[src/rtl/event_encoder_4x2_pkg.sv]
// rtl/event_encoder_4x2_pkg.sv - shared constants and helpers for the 4x2 event encoder
package event_encoder_4x2_pkg;

    localparam int N = 4;
    localparam int W = 2;

    typedef struct packed {
        logic         found;
        logic [W-1:0] idx;
    } enc_t;

    // Bit 0 is highest priority: scan downward so the lowest set bit wins last.
    function automatic enc_t lowest_set(input logic [N-1:0] vec);
        enc_t r;
        r.found = 1'b0;
        r.idx   = '0;
        for (int i = N - 1; i >= 0; i--) begin
            if (vec[i]) begin
                r.found = 1'b1;
                r.idx   = W'(i);
            end
        end
        return r;
    endfunction

    function automatic logic [N-1:0] onehot(input logic [W-1:0] idx);
        return N'(1) << idx;
    endfunction

endpackage

[src/rtl/event_encoder_4x2_prio_enc.sv]
// rtl/event_encoder_4x2_prio_enc.sv - combinational 4-to-2 priority encoder, index 0 highest
module prio_enc_4x2
    import event_encoder_4x2_pkg::*;
(
    input  logic [N-1:0] vec,
    output logic [W-1:0] idx,
    output logic         any
);

    enc_t enc;

    assign enc = lowest_set(vec);
    assign idx = enc.idx;
    assign any = enc.found;

endmodule

[src/rtl/event_encoder_4x2.sv]
// rtl/event_encoder_4x2.sv - sticky event capture with prioritised valid/ready index output
module event_encoder_4x2
    import event_encoder_4x2_pkg::*;
(
    input  logic         clk,
    input  logic         rst_n,
    input  logic [N-1:0] req,
    input  logic         out_ready,
    input  logic         clr_ovf,
    output logic         out_valid,
    output logic [W-1:0] out_idx,
    output logic [N-1:0] out_onehot,
    output logic [N-1:0] pending,
    output logic [N-1:0] ovf
);

    logic [N-1:0] cand;
    logic [N-1:0] win_oh;
    logic [W-1:0] win_idx;
    logic         win_any;
    logic         load;

    assign cand = pending | req;
    assign load = !out_valid || out_ready;

    prio_enc_4x2 u_prio (
        .vec (cand),
        .idx (win_idx),
        .any (win_any)
    );

    assign win_oh = onehot(win_idx);

    always_ff @(posedge clk or negedge rst_n) begin
        if (!rst_n) begin
            out_valid  <= 1'b0;
            out_idx    <= '0;
            out_onehot <= '0;
            pending    <= '0;
            ovf        <= '0;
        end else begin
            // A new event on an already-pending line is lost; setting beats clearing.
            ovf <= (clr_ovf ? '0 : ovf) | (req & pending);
            if (load) begin
                out_valid  <= win_any;
                out_onehot <= win_any ? win_oh : '0;
                if (win_any) begin
                    out_idx <= win_idx;
                end
                pending <= win_any ? (cand & ~win_oh) : cand;
            end else begin
                pending <= cand;
            end
        end
    end

endmodule

[config.mk]
export PLATFORM = sky130hd
export DESIGN_NAME = event_encoder_4x2
export DESIGN_NICKNAME = d
export VERILOG_FILES = /design/src/rtl/event_encoder_4x2_pkg.sv /design/src/rtl/event_encoder_4x2_prio_enc.sv /design/src/rtl/event_encoder_4x2.sv
export SDC_FILE = /design/constraint.sdc
export NUM_CORES = 1
export LEC_CHECK = 0
export ABC_AREA = 1
export CORE_UTILIZATION = 39
export CTS_BUF_LIST = sky130_fd_sc_hd__clkbuf_4
export DETAILED_ROUTE_END_ITERATION = 10
export PLACE_DENSITY = 0.82
export REMOVE_ABC_BUFFERS = 1
export SYNTH_ARGS = -nofsm -noshare
export SYNTH_HDL_FRONTEND = slang
export SYNTH_HIERARCHICAL = 1
export SYNTH_SLANG_ARGS = --single-unit
[constraint.sdc]
create_clock -name clk -period 1.97 [get_ports clk]
set_input_delay 0.2955 -clock clk [delete_from_list [all_inputs] [get_ports clk]]
set_output_delay 0.2955 -clock clk [all_outputs]
set_load 0.02 [all_outputs]
# ---- Word-level counts from Yosys, hierarchy flattened
# Index checks and enable logic that the tools add are counted.
dict set report word_totals {
  ff_bits 15
  inputBits 8
  output_inout_bits 15
  word_cells 22
}
dict set report classes {
  shift 1
  mux 8
  bitwise_logic 5
  n_reduce_logical 3
}
# operator count
set op_table {}
lappend op_table {{4-bit two-way mux} 4}
lappend op_table {{3-bit two-way mux} 4}
lappend op_table {{4-bit bitwise AND} 2}
lappend op_table {{4-bit OR} 2}
lappend op_table {{4-bit inverter} 1}
lappend op_table {{1-bit by 2-bit left shift with 4-bit output (first input constant)} 1}
lappend op_table {{2-bit AND reduction} 1}
lappend op_table {{1-bit zero test} 1}
lappend op_table {{1-bit logical OR} 1}

# ---- Depth between registers and ports, before layout
dict set report logic_depth {
  word_depth 10
  ltp_mapped 9
  depth_no_buf 9
}

# ---- Hierarchy
# Netlist, hierarchy kept.
# module n_inst cells_each area_each_um2 seq_area_each_um2
set by_module_without_submodules {}
lappend by_module_without_submodules {event_encoder_4x2 1 69 598.1 375.4}
lappend by_module_without_submodules {prio_enc_4x2 1 8 36.3 0.0}

# ---- Least setup slack after synthesis
# Ideal clock, no wire load.
dict set report synth_timing {
  path_kind {flip-flop to flip-flop}
  from {reg pending[1]}
  to {reg pending[3]}
  setup_ns 0.120
  t_arrival_ns 1.308
  required_ns 1.850
  slack_ns 0.541
  stages_incl_launch_ff 7
  n_path_buf 0
  synth_period_minus_slack_ns 1.429
  cell_sequence {dfrtp_1 nor2_1 inv_1 nor3_1 nand3_1 nor2_1 nor2_1}
}
dict set report synth_via {
  elab_chain_cells 8
}
# element line_no
set synth_lines {}
lappend synth_lines {{start, declared} event_encoder_4x2.sv:13} ;# output logic [N-1:0] pending,
lappend synth_lines {{start signal, assigned} event_encoder_4x2.sv:50} ;# pending <= win_any ? (cand & ~win_oh) : cand;
lappend synth_lines {{start signal, assigned} event_encoder_4x2.sv:52} ;# pending <= cand;
lappend synth_lines {{4-bit OR} event_encoder_4x2.sv:23} ;# assign cand = pending | req;
lappend synth_lines {{named net cand[1]} event_encoder_4x2.sv:17} ;# logic [N-1:0] cand;
lappend synth_lines {{3-bit two-way mux (2 in series)} event_encoder_4x2_pkg.sv:18} ;# if (vec[i]) begin
lappend synth_lines {{named net win_idx[1]} event_encoder_4x2.sv:19} ;# logic [W-1:0] win_idx;
lappend synth_lines {{1-bit by 2-bit left shift with 4-bit output} event_encoder_4x2_pkg.sv:27} ;# return N'(1) << idx;
lappend synth_lines {{4-bit inverter} event_encoder_4x2.sv:50}
lappend synth_lines {{4-bit bitwise AND} event_encoder_4x2.sv:50}
lappend synth_lines {{4-bit two-way mux} event_encoder_4x2.sv:50}
lappend synth_lines {{4-bit two-way mux} event_encoder_4x2.sv:44} ;# if (load) begin
# The timed path passes the listed nets, and every way through them passes these cells.
# A chain may end at the register's enable or synchronous reset.

# ---- Final worst setup path
dict set report layout_timing {
  from {reg out_valid}
  to {out out_valid}
}
# element line_no
set layout_rtl {}
lappend layout_rtl {{start, declared} event_encoder_4x2.sv:10} ;# output logic out_valid,
lappend layout_rtl {{start signal, assigned} event_encoder_4x2.sv:45} ;# out_valid <= win_any;
# No word-level cell between the ends.

==> impl_metrics.ini <==
[sta]
max_freq_mhz = 643
finalMaxSlewViolations = 0
rsz0062_at_grt = false
setup_tns_ns = 0
hold_violations = 0
tightest_slew_ns = 0.641
skew_ns = 0.00276
finalCritPeriodShare_pct = 78.9
period_needed_ns = 1.56
finalSetupViolations = 0
slew_headroom_pct = 57.2
fin_ws_ns = 0.415

[worst_setup_path]
required_ns = 1.67
cp_cell_sequence = clkdlybuf4s50_1
path_buf_inv = 1
end_kind = output port
worstSetupPathType = reg2out
crit_path_start_kind = flip-flop
worstPathArrival_ns = 1.26
slowest_delay_ns = 0.62
critPathTopFamily = buffers and inverters
slowest_stage = clkdlybuf4s50_1
r2r_cells = 8
cp_num_cells = 1
crit_fanout = 2
reg2reg_slack_ns = 0.58

[finish]
antenna-diode-count = 0
nNetsFinal = 113
drive_above_1_share_pct = 7.69
stdcell_area_um2 = 912
syn2layout_area_growth_pct = 43.8

[synth]
synthFlopType = dfrtp_1
syn-cell-area_um2 = 634
netlist_instances = 77
syn_area_per_cell_um2 = 8.24
synth_edf_count = 0
yosysSeqAreaShare_pct = 59.2
synth-simple-area-share_pct = 24.3
synth.top_cells.by_area = dfrtp_1 59%, nand2_1 11%, inv_1 8.9%
async_reset_ff_share_pct = 100
synth_mux_area_share_pct = 0
synth.distinct_cells = 12
ys_ff_latch = 15
synthAdderAreaFrac_pct = 0
synth_common_cells = 18 x nand2_1, 15 x dfrtp_1, 15 x inv_1
synth_top_family_by_area = simple AND/OR/NAND/NOR gates
synth-compound-area-share_pct = 7.10
synth_xor_xnor_area_share_pct = 0
synthMostInstantiatedCell = nand2_1
yosysTopAreaCell = dfrtp_1
yosysWarningCount = 6
synth_top_area_share_pct = 59.2

[place]
place_ws_ns = 0.217
placed_cell_area_um2 = 882
portBuffers = 22
place_congestion = 0.781
hpwl_um = 981

[floorplan]
die_h_um = 42.3
die_w_um = 42.3
num_rows = 14
die-area_um2 = 1790
start_util_pct = 42.1
boundaryPins = 23
coreArea_um2 = 1510

[grt]
grt_pass1_wl_mm = 2.15
gr-usage-all-layers_pct = 16.0
antenna_found_initial = 0
grt.overflow.total = 0
grt_max_degree = 16
grt_pass1_vias = 523

[clock_network]
postCtsSetupBuffers = 0
ctsHoldBuffers = 0
cts_resized = 0
cts_made_buffers = 3
cts-root-buf = clkbuf_4
clock_sink_count = 15
path_clk_slew_ns = 0.08
htreeDepth = 1
clk_latency_ns = 0.27
cts_buffer_depth = 2
cts_tree = built

[route]
dr.pass1.iters = 4
drt_iter0_drc = 26
vias = 560
ant_nets = 0
wl_per_cell_um = 10.8
vias_per_cell = 4.67
wl_mm = 1.29
drc = 0

[power]
total_power_mw = 0.738
ir_worst_vdd_mv = 0.457
power_density_nw_per_um2 = 809
leakage_nw = 0.447

[run_status]
outcome = finished, final reports clean

[min_path]
worstHoldPathType = in2async

[flow_run]
cap_viol_max_count = 0
kinds of logic after synthesis:
family	after synthesis
simple gates	38
buf+inv	16
flops	15
compound gates	8
routing by layer:
metal  vias up  part of all wire, %  global-route usage [%]
met3         2                  7.3                    2.59
met1       240                   43                    20.7
li1        291                    -                       -
met2        27                   48                    25.8
met4         0                  1.2                    8.13
met5         -                    0                       0
power by group:
part / internal, mW / leakage (nW) / switching [mW] / total, mW
combinational: 0.0918 / 0.254 / 0.109 / 0.200
sequential: 0.341 / 0.175 / 0.0178 / 0.359
clock: 0.0921 / 0.0184 / 0.0863 / 0.178
flip-flops by register name, indices dropped and copies added (netlist names):
signal and flops:
out_onehot 4, ovf 4, pending 4, out_valid 1, out_idx 2
layout by cell type (no fill, tap or decap):
cell type         n
nor3_1            1
inv_2             1
nor2_1           12
o22ai_1           1
o21ai_0           3
nand2_2           1
clkbuf_4          4
inv_1            15
nand2_1          18
o21ai_1           3
a21oi_2           1
nand3_1           6
clkdlybuf4s50_1  22
buf_4             1
dfrtp_1          15
worst reg2reg max path, stage by stage (launching register included):
cell,delay [ns]
dfrtp_1,0.40
nor2_1,0.15
inv_1,0.07
inv_1,0.05
nand2_1,0.06
a21oi_2,0.24
nand3_1,0.15
nor2_1,0.13
nor2_1,0.04
through the flow:
stage	utilization [%]	hold slack (ns)	std cells
CTS	60.5	0.440	120
detailed placement	58.6	0.471	116
global route	60.5	0.455	120
finish	60.5	0.415	120
floorplan	-	-0.0000911	77
global placement	58.6	0.460	116
worst paths after layout:
path / from / to
worst min register to register: out_idx[0]$_DFFE_PN0P_ / out_idx[0]$_DFFE_PN0P_
min in group clk: out_idx[0]$_DFFE_PN0P_ / out_idx[0]$_DFFE_PN0P_
worst max register to register: pending[2]$_DFF_PN0_ / pending[3]$_DFF_PN0_
worst min-delay path: rst_n / ovf[3]$_DFF_PN0_
worst max-delay path: out_valid$_DFFE_PN0N_ / out_valid
max in group asynchronous: rst_n / out_onehot[3]$_DFFE_PN0N_
layout make-up:
class,instances,area (um^2)
multi-input cells,46,199
well taps,16,20.0
fillers,129,594
inverters,16,60.1
clock buffers,4,30.0
repair buffers,23,228
flip-flops and latches,15,375
Note: power is estimated with default switching activity, not from simulation.
